$ cat config.mk
export PLATFORM = sky130hd
export DESIGN_NAME = l1_bus_arbiter
export DESIGN_NICKNAME = d
export VERILOG_FILES = /design/src/rtl/l1_bus_arbiter.sv
export SDC_FILE = /design/constraint.sdc
export NUM_CORES = 1
export LEC_CHECK = 0
export ABC_AREA = 0
export CAP_MARGIN = 20
export CORE_AREA = 2 2 218 220
export DETAILED_ROUTE_END_ITERATION = 8
export DIE_AREA = 0 0 220 222
export SLEW_MARGIN = 20
export SYNTH_ARGS = -nofsm -noshare
export SYNTH_HDL_FRONTEND = slang
export SYNTH_SLANG_ARGS = --single-unit
$ cat constraint.sdc
create_clock -name clk -period 3.45 [get_ports clk]
set_clock_uncertainty 0.2 [all_clocks]
set_input_delay 1.035 -clock clk [delete_from_list [all_inputs] [get_ports clk]]
set_output_delay 1.035 -clock clk [all_outputs]
set_load 0.02 [all_outputs]
$ cat src/rtl/l1_bus_arbiter.sv
// Round-robin arbiter and sequencer in front of the shared L1 cache bus unit.
// One requester owns the bus unit per transaction; a watchdog aborts hung transfers.
module l1_bus_arbiter #(
    parameter int NREQ    = 3,
    parameter int TIMEOUT = 1024,
    parameter int TW      = 11
) (
    input  logic                 clk,
    input  logic                 rst,

    input  logic [NREQ-1:0]      req_valid,
    input  logic [2*NREQ-1:0]    req_type,
    input  logic [4*NREQ-1:0]    req_size,
    input  logic [64*NREQ-1:0]   req_pa,
    input  logic [64*NREQ-1:0]   req_wdata,
    input  logic                 arb_hold,

    output logic [NREQ-1:0]      grant,
    output logic [NREQ-1:0]      rsp_done,
    output logic [NREQ-1:0]      rsp_err,
    output logic [NREQ-1:0]      rsp_line_write,
    output logic [NREQ-1:0]      rsp_entry_write,

    output logic                 read_line_req,
    output logic                 read_req,
    output logic                 write_through_req,
    output logic                 write_line_req,
    output logic [3:0]           size,
    output logic [63:0]          pa,
    output logic [63:0]          wt_data,

    input  logic                 trans_rdy,
    input  logic                 bus_error,
    input  logic                 line_write,
    input  logic                 cache_entry_write,

    output logic                 timeout_flag,
    output logic                 idle
);

    localparam int IW = (NREQ > 1) ? $clog2(NREQ) : 1;

    typedef enum logic [1:0] {
        S_IDLE    = 2'b00,
        S_BUSY    = 2'b01,
        S_RELEASE = 2'b10
    } state_t;

    typedef enum logic [1:0] {
        T_READ_LINE     = 2'b00,
        T_READ          = 2'b01,
        T_WRITE_THROUGH = 2'b10,
        T_WRITE_LINE    = 2'b11
    } req_type_t;

    state_t        state;
    state_t        state_nxt;
    req_type_t     type_q;
    logic [IW-1:0] rr_ptr;
    logic [IW-1:0] win_idx;
    logic [IW-1:0] rr_nxt;
    logic          win_found;
    logic [TW-1:0] wd_cnt;

    logic          busy;
    logic          start;
    logic          hit_ok;
    logic          hit_err;
    logic          wd_expire;
    logic          finish;

    // Cyclic priority search: the first valid requester at or after rr_ptr wins.
    always_comb begin
        int            cand;
        logic [IW-1:0] cand_idx;
        // NOTE: every variable written here gets a default first, so no path
        // leaves it unassigned and no latch is inferred.
        win_found = 1'b0;
        win_idx   = '0;
        cand      = 0;
        cand_idx  = '0;
        for (int i = 0; i < NREQ; i++) begin
            cand     = (int'(rr_ptr) + i) % NREQ;
            cand_idx = IW'(cand);
            if (!win_found && req_valid[cand_idx]) begin
                win_found = 1'b1;
                win_idx   = cand_idx;
            end
        end
    end

    assign rr_nxt = (win_idx == IW'(NREQ - 1)) ? '0 : win_idx + 1'b1;

    // bus_error outranks trans_rdy; the watchdog only fires when neither arrived.
    assign busy      = (state == S_BUSY);
    assign start     = (state == S_IDLE) && !arb_hold && win_found;
    assign hit_err   = busy && bus_error;
    assign hit_ok    = busy && trans_rdy && !bus_error;
    assign wd_expire = busy && !trans_rdy && !bus_error && (wd_cnt == TW'(TIMEOUT - 1));
    assign finish    = hit_ok || hit_err || wd_expire;

    // NOTE: sequential state uses non-blocking assignments only, so every
    // register samples pre-edge values regardless of statement order.
    always_ff @(posedge clk) begin
        if (rst) begin
            state <= S_IDLE;
        end else begin
            state <= state_nxt;
        end
    end

    always_comb begin
        state_nxt         = state;
        idle              = 1'b0;
        read_line_req     = 1'b0;
        read_req          = 1'b0;
        write_through_req = 1'b0;
        write_line_req    = 1'b0;
        rsp_done          = '0;
        rsp_err           = '0;
        rsp_line_write    = grant & {NREQ{line_write}};
        rsp_entry_write   = grant & {NREQ{cache_entry_write}};

        case (state)
            S_IDLE: begin
                idle = 1'b1;
                if (start) begin
                    state_nxt = S_BUSY;
                end
            end
            S_BUSY: begin
                case (type_q)
                    T_READ_LINE:     read_line_req     = 1'b1;
                    T_READ:          read_req          = 1'b1;
                    T_WRITE_THROUGH: write_through_req = 1'b1;
                    T_WRITE_LINE:    write_line_req    = 1'b1;
                    default:         read_line_req     = 1'b0;
                endcase
                rsp_done = grant & {NREQ{hit_ok}};
                rsp_err  = grant & {NREQ{hit_err || wd_expire}};
                if (finish) begin
                    state_nxt = S_RELEASE;
                end
            end
            S_RELEASE: begin
                state_nxt = S_IDLE;
            end
            default: begin
                state_nxt = S_IDLE;
            end
        endcase
    end

    // Command latch, owner register, round-robin pointer and watchdog.
    always_ff @(posedge clk) begin
        if (rst) begin
            grant        <= '0;
            type_q       <= T_READ_LINE;
            size         <= '0;
            pa           <= '0;
            wt_data      <= '0;
            rr_ptr       <= '0;
            wd_cnt       <= '0;
            timeout_flag <= 1'b0;
        end else begin
            if (start) begin
                grant   <= NREQ'(1) << win_idx;
                type_q  <= req_type_t'(req_type[2*win_idx +: 2]);
                size    <= req_size[4*win_idx +: 4];
                pa      <= req_pa[64*win_idx +: 64];
                wt_data <= req_wdata[64*win_idx +: 64];
                rr_ptr  <= rr_nxt;
            end
            if (finish) begin
                grant <= '0;
            end
            if (busy) begin
                wd_cnt <= wd_cnt + 1'b1;
            end else begin
                wd_cnt <= '0;
            end
            if (wd_expire) begin
                timeout_flag <= 1'b1;
            end
        end
    end

    grant_onehot_a: assert property (@(posedge clk) disable iff (rst) $onehot0(grant));
    strobe_onehot_a: assert property (@(posedge clk) disable iff (rst)
        $onehot0({read_line_req, read_req, write_through_req, write_line_req}));
    rsp_exclusive_a: assert property (@(posedge clk) disable iff (rst)
        (rsp_done & rsp_err) == '0);

endmodule

==> results of run 1 <==
==> what timing repair did <==
action,4_1_cts,5_1_grt
setup endpoints to repair,12,5
resized for setup,23,6
setup buffers,1,1
pin swaps,2,2
cloned,0,0
==> area by class of cell <==
cell class,instances,area [sq um]
fill,4757,28400
timing repair buffer,696,7100
tap,607,759
multi-input combinational,1055,6390
clock inverter,12,128
sequential,153,3060
clock buffer,19,433
inverter,9,33.8
==> sequential cells by signal, indices dropped and copies added, names as in the netlist <==
| signal | flops |
|---|---|
| grant | 3 |
| pa | 64 |
| rr_ptr | 2 |
| size | 4 |
| state | 2 |
| timeout_flag | 1 |
| type_q | 2 |
| wd_cnt | 11 |
| wt_data | 64 |
==> cells in the mapped netlist, types with 2 or more instances <==
library cell | number | area [sq um]
or3_1 | 3 | 18.8
buf_6 | 12 | 135
buf_2 | 45 | 225
buf_4 | 3 | 22.5
mux2_4 | 2 | 30.0
inv_1 | 8 | 30.0
and2_1 | 11 | 68.8
a21oi_1 | 144 | 721
buf_1 | 11 | 41.3
a31oi_1 | 2 | 12.5
dfxtp_1 | 153 | 3060
nor3_1 | 137 | 686
clkbuf_1 | 79 | 297
a22o_1 | 135 | 1180
o2bb2ai_1 | 135 | 1180
o21ai_0 | 130 | 651
nand4_1 | 2 | 12.5
nand2_1 | 146 | 548
xor2_1 | 6 | 52.6
xnor2_1 | 3 | 26.3
o21ai_1 | 5 | 25.0
and3_1 | 5 | 31.3
nand2b_1 | 4 | 25.0
nand3_1 | 137 | 686
mux2i_1 | 3 | 30.0
nor2_1 | 22 | 82.6
ha_1 | 5 | 62.6
nor2_2 | 2 | 12.5
==> power groups by stage <==
stage	Clock, W	Sequential [W]	Combinational [W]
floorplan	0	0.00277	0.00236
global placement	0	0.00239	0.00544
detailed placement	0	0.00239	0.00548
CTS	0.00200	0.00237	0.00551
global route	0.00205	0.00240	0.00588
finish	0.00193	0.00236	0.00549
==> cells in the final DEF (no fill, tap or decap), drive strengths merged, types with 5 or more instances in the layout <==
| master | Yosys | final |
|---|---|---|
| clkinv | 0 | 5 |
| ha | 5 | 5 |
| dfxtp | 153 | 153 |
| a21oi | 144 | 144 |
| nand2 | 146 | 146 |
| clkbuf | 79 | 19 |
| and2 | 11 | 11 |
| xor2 | 6 | 6 |
| inv | 9 | 10 |
| dlygate4sd2 | 0 | 6 |
| and3 | 5 | 5 |
| o21ai | 135 | 135 |
| buf | 71 | 135 |
| nor3 | 137 | 137 |
| clkdlybuf4s50 | 0 | 552 |
| o2bb2ai | 135 | 135 |
| nand3 | 137 | 137 |
| a22o | 135 | 135 |
| nor2 | 24 | 24 |
==> cells by family after synthesis <==
family,count (synthesis),share of synthesized area
compound gates,560,0.384
simple gates,476,0.220
buf+inv,159,0.0743
flops,153,0.302
xor+xnor,9,0.00777
mux,5,0.00592
fa+ha+maj,5,0.00616
==> path summary, 6_finish.rpt <==
path                               start                  end
setup / recovery               bus_error          rsp_done[2]
hold / removal       pa[59]$_SDFFE_PP0P_  pa[59]$_SDFFE_PP0P_
setup reg to reg  rr_ptr[0]$_SDFFE_PP0P_  pa[52]$_SDFFE_PP0P_
hold reg to reg      pa[59]$_SDFFE_PP0P_  pa[59]$_SDFFE_PP0P_
==> routing by layer <==
metal	routed length, microns	track usage
met5	0	0
met4	1600	0.0870
met3	4760	0.0595
met2	25700	0.363
met1	21400	0.246
==> through the flow <==
stage	hold slack, ns	utilization	std cells	total power (W)
finish	0.262	0.387	2551	0.00978
detailed placement	0.246	0.375	2518	0.00788
global route	0.272	0.387	2551	0.0103
global placement	0.243	0.375	2518	0.00783
CTS	0.265	0.387	2550	0.00988
floorplan	0.218	-	1367	0.00513
==> impl_summary.md, run 1 <==
Routing
The number of detailed-route iterations in the first pass is 6. The total via count in the routed design is ~13,000. For this block, the initial DRC count from the detailed router was between 800 and 900. The per-cell routed wire length is ~21 microns. The vias per cell is about 5.3. The count of nets left with antenna violations once routing finished came out at 0. After detailed routing, the total wire length is roughly 53,000 microns. The remaining routing DRC violations is 0.

Power
Of the total power, the clock network draws 0.197. Dividing total power by cell area gives a power density of between 500 and 600 nW/um^2. The power dissipated by switching net loads is ~0.004 W. The internal power of the cells totals ~0.0058 W. Of the total power, registers draw 0.242.

The maximum vdd ir drop is roughly 0.27 mV. The part of the power in combinational logic is 0.561. Of the total power, the share spent switching nets is 0.409. In this run the static leakage power is between 6 and 7 nW.

Placed design
After legalization and detailed placement, the total HPWL measured roughly 39,000 microns. The number of port buffers is about 560. OpenSTA, run right after detailed placement, puts the worst setup slack at -0.291 ns.

Routability-driven placement finished with a final weighted congestion of 0.905. After detailed placement, the total cell area comes to 17,300 sq um.

Synthesis
Counting every net in the synthesized netlist gives 1,784. The number of warnings printed during yosys synthesis is 0. In this run, synthesis inferred 0 flip-flops with an integrated enable. The post-synthesis instance area is between 10,000 and 15,000 sq um. Synthesis inferred 153 register bits. The number of cells produced by synthesis is between 1,000 and 1,500. The number of different library cells used by synthesis comes to 45. The async set or reset register ratio after synthesis is 0. A synthesized cell averages 7.42 sq um.

For this run, the register share of the synthesized area comes to 0.302. The most used flip-flop cell after synthesis is dfxtp_1.

Outcome
The flow ran to the end, and the final reports show no timing, DRC or antenna violations.

Critical path
Walking the worst path, the cells encountered are clkdlybuf4s50_1, nor2_2, and3_1, clkdlybuf4s15_1. The worst setup path is launched from an input pin. The type of the worst setup path is input pin to output port. The worst setup path is captured at an output port. The register-to-register setup slack is between 0.5 and 0.6 ns.

In this run the number of cells on the critical path is 4. For this run, the slowest stage of the critical path takes 0.46 ns. The number of buffers and inverters on the critical path is 2. The required time reported for the critical path endpoint is about 2.2 ns. The critical path arrival is about 2.2 ns.

The standard cell with the maximum stage delay on the critical path is clkdlybuf4s50_1. The number of cells on the worst reg-to-reg path is 11. The cell family contributing the most delay on the critical path is buffers and inverters. Along the worst path, the maximum fanout reaches 4.

Global routing
After global routing the overflow that remains totals 0. The initial antenna violation count is 0. Entering global routing, the biggest net connects 65 pins. The first global-routing pass estimated 79,700 microns of wire.

The via count of the first global-routing pass is about 14,000. Across every metal layer, demand over resource in global routing totals 0.212.

Finish
The final antenna diode count is 0. With fillers left out, the area of the finished cells amounts to approximately 18,000 sq um. The share of post-route cells with drive strength above 1 is 0.0947.

The area growth from synthesis to final layout is 76.4%. The final layout net count is ~2,300.

STA
The part of the cycle the worst path needs is 0.986. The number of failing setup endpoints in the final timing report is 0. The minimum period implied by the final worst setup slack is 3.40 ns. Based on the critical path, the design can be clocked at up to just under 300 MHz. Setup repair after global routing left no endpoint under its margin. The worst slew margin relative to its limit is 0.669.

The number of hold-slack violations in the final timing report came to 0. Once routing completed, OpenROAD measured the worst setup slack at roughly 0.047 ns. The slew at the pin closest to its max-slew limit is ~0.50 ns. The max-slew violation total from the final report is 0. The total negative setup slack is 0 ns.

Clock network
The clock buffer count from CTS is 17. The buffer levels on the longest clock path is 2. The number of hold buffers added after CTS was 0.

The root buffer cell chosen for the clock tree is clkbuf_16. Clock-pin slew was measured on the worst setup and hold paths at about 0.060 ns. For the worst-skew pair, the clock arrives at the later sink with an insertion delay of around 0.48 ns. The TritonCTS clock tree is done. The number of H-tree levels is 4. The sink count of the clock tree is 153.

Die
The die is around 220 microns wide. The number of top-level design ports is roughly 570. For this configuration, the core starts out at a cell density of 0.219. The area of the die is 48,800 sq um.

The die outline height is 222 microns. The cell row count is 79. The total area inside the core boundary comes to roughly 46,000 sq um.

Worst hold path
The worst hold-check path type is register to register. Along the worst hold path, the cell count comes to 1.

Job
The tool flagged a number of max-cap violations equal to 0.
No activity file was read; power rests on OpenSTA's default activity.
==> run 2, diff against run 1 <==
--- a/config.mk
+++ b/config.mk
@@ -7,9 +7,12 @@
 export LEC_CHECK = 0
 export ABC_AREA = 0
 export CAP_MARGIN = 20
-export CORE_AREA = 2 2 218 220
+export CELL_PAD_IN_SITES_DETAIL_PLACEMENT = 1
+export CELL_PAD_IN_SITES_GLOBAL_PLACEMENT = 1
+export CORE_AREA = 2 2 222 224
 export DETAILED_ROUTE_END_ITERATION = 8
-export DIE_AREA = 0 0 220 222
+export DIE_AREA = 0 0 224 226
+export PLACE_DENSITY_LB_ADDON = 0.1
 export SLEW_MARGIN = 20
 export SYNTH_ARGS = -nofsm -noshare
 export SYNTH_HDL_FRONTEND = slang
==> constraint.sdc (replaced) <==
create_clock -name clk -period 3.25 [get_ports clk]
set_clock_uncertainty 0.2 [all_clocks]
set_input_delay 0.975 -clock clk [delete_from_list [all_inputs] [get_ports clk]]
set_output_delay 0.975 -clock clk [all_outputs]
set_load 0.02 [all_outputs]
==> impl_summary.md, run 2 (synthesized netlist as in run 1, its figures left out) <==
Placed design
The count of placed standard cells including taps is between 2,000 and 3,000. The number of port buffers is between 500 and 600. OpenSTA, run right after detailed placement, puts the worst setup slack at -0.395 ns. The global placement routability congestion is between 0.8 and 0.9.

Detailed placement ended at an HPWL of between 40,000 and 50,000 microns.

Power
The maximum vdd ir drop is just under 0.3 mV. The overall power of the completed layout is between 0.01 and 0.015 W. Power spread over the standard cell area amounts to about 590 nW/um^2. Summed over all cells, the static leakage comes to approximately 6.6 nW.

Critical path
Along the worst path, the maximum fanout reaches 2. STA classifies the critical path startpoint as an input pin. The worst setup path is captured at an output port. The type of the worst setup path is input pin to output port. The critical path arrival is around 2.1 ns. The required time reported for the critical path endpoint is 2.07 ns.

STA
The peak clock frequency supported by timing is roughly 300 MHz. The smallest setup slack after layout is -0.0479 ns. The number of hold-slack violations in the final timing report came to 0.

Setup repair after global routing could not meet its margin everywhere. The max-slew violation total from the final report is 0. Of the available clock period, the critical path in the final layout requires 1.01. The total negative setup slack is -0.0934 ns. At the pin with the least slew margin, the transition time is between 0.5 and 0.6 ns.

The number of failing setup endpoints in the final timing report is 2. The smallest clock period supported by the final layout is computed as approximately 3.3 ns. The worst slew margin relative to its limit is 0.664.

Routing
For this run, the detailed router's first-pass iteration total came to 5. After detailed routing, the average wire length per cell comes to between 20 and 25 microns. Detailed routing inserted a total of approximately 13,000 vias. For this block, the initial DRC count from the detailed router was between 500 and 600. The number of routed nets with antenna violations is 0. The remaining routing DRC violations is 0. After detailed routing, the number of vias per cell comes to 5.14. The final layout contains routed wiring with a total length of approximately 60,000 microns.

Global routing
The total global routing track utilization is 0.233. Summed over all layers, the global routing overflow is 0. The via count of the first global-routing pass was around 14,000. The first-pass GRT wire length is approximately 89,000 microns. Entering global routing, the biggest net connects between 60 and 70 pins. The initial antenna violation count is 17.

Die
The chip width is between 200 and 250 microns. The die covers approximately 50,000 sq um. The core outline area is approximately 48,000 sq um. The cell row count is roughly 80. Pin placement for this block handled approximately 570 I/O pins.

Measured along the y axis, the die boundary spans between 200 and 250 microns. The initial utilization of the core area, before any placement, comes to 0.210.

Finish
From synthesis to final layout, the design area changed by 81.1%. For this run, the share of the core covered by cells in the final layout is 0.380. The sequential cell area is roughly 3000 sq um. In the final layout, the share of cells above drive strength 1 is 0.107.

The commonest non-fill, non-tap cell in the layout is clkdlybuf4s50_1. The finished layout holds about 2,600 standard cells, fillers aside. Summing all multi-input logic gate instances after layout gives roughly 6400 sq um. In the final design database the tool counted roughly 2,400 nets.

The largest registers in the layout are pa: 64 flops, wt_data: 64 flops, wd_cnt: 11 flops. The number of fill cells in the layout is between 5,000 and 6,000. The library cells used most frequently in the layout, excluding fill and tap cells, are 552 x clkdlybuf4s50_1, 151 x dfxtp_1, 145 x nand2_1.

Clock network
The clock passes through at most 2 buffers. The number of H-tree levels is 4. TritonCTS built the clock tree.

The master cell of the clock root buffer is clkbuf_16. After clock tree synthesis, the clock-pin slew on the worst setup and hold paths is roughly 0.070 ns. The clock network latency to the later pin of the worst-skew pair is ~0.5 ns.

CTS saw around 150 sinks. The clock buffer count from CTS is 17.

Worst hold path
The worst hold-check path type is register to register.

Job
The reported max-cap violation count is 0.

Outcome
The flow ran to the end, but the final reports show violations. The checks that failed: setup timing.
-- run 2: timing repair --
item | in CTS | in global routing
setup buffers | 2 | 1
hold endpoints to repair | 0 | 0
setup endpoints to repair | 12 | 7
hold buffers | 0 | 0
gates resized for setup | 38 | 7
pin swaps | 3 | 4
-- run 2: through the flow --
stage,area (sq um),hold WS (ns)
floorplan,10100,0.218
global placement,17600,0.244
detailed placement,17600,0.245
CTS,18300,0.270
global route,18400,0.278
finish,18400,0.263
-- run 2: layout make-up --
type / count / share of cell area
multi-input combinational: 1055 / 0.349
clock inverter: 12 / 0.0121
sequential: 153 / 0.167
inverter: 9 / 0.00184
tap: 622 / 0.0424
antenna: 7 / 0.000953
clock buffer: 20 / 0.0243
timing repair buffer: 711 / 0.403
-- run 2: layer usage --
| metal | track usage | vias to the layer above | wire length, microns |
|---|---|---|---|
| li1 | - | 6301 | - |
| met1 | 0.275 | 6508 | 25100 |
| met2 | 0.396 | 409 | 29100 |
| met3 | 0.0880 | 68 | 4800 |
| met4 | 0.0630 | 20 | 1020 |
| met5 | 0 | - | 131 |
-- run 2: critical path, cell delays in order --
cell and delay (ns):
clkdlybuf4s50_1 0.48, inv_1 0.07, a21oi_2 0.14, nor2_2 0.05, buf_4 0.14, and2_4 0.15, buf_6 0.12
-- run 2: power by group --
part           internal, W  switching (W)
Sequential         0.00226       0.000234
Clock              0.00146       0.000965
Combinational      0.00285        0.00312
-- run 2: final timing paths --
| kind | start | to | slack [ns] | cells past startpoint |
|---|---|---|---|---|
| setup / recovery | trans_rdy | rsp_err[1] | -0.05 | 7 |
| hold / removal | wt_data[35]$_SDFFE_PP0P_ | wt_data[35]$_SDFFE_PP0P_ | 0.26 | 1 |
| setup reg to reg | rr_ptr[1]$_SDFFE_PP0P_ | wt_data[48]$_SDFFE_PP0P_ | 0.43 | 10 |
| hold reg to reg | wt_data[35]$_SDFFE_PP0P_ | wt_data[35]$_SDFFE_PP0P_ | 0.26 | 1 |
==> run 3, diff against run 2 <==
--- a/config.mk
+++ b/config.mk
@@ -6,7 +6,7 @@
 export NUM_CORES = 1
 export LEC_CHECK = 0
 export ABC_AREA = 0
-export CAP_MARGIN = 20
+export CAP_MARGIN = 0
 export CELL_PAD_IN_SITES_DETAIL_PLACEMENT = 1
 export CELL_PAD_IN_SITES_GLOBAL_PLACEMENT = 1
 export CORE_AREA = 2 2 222 224
@@ -17,3 +17,4 @@
 export SYNTH_ARGS = -nofsm -noshare
 export SYNTH_HDL_FRONTEND = slang
 export SYNTH_SLANG_ARGS = --single-unit
+export TNS_END_PERCENT = 30
==> results of run 3 <==
No change in the layout: final DEF, timing and power equal those of run 2.
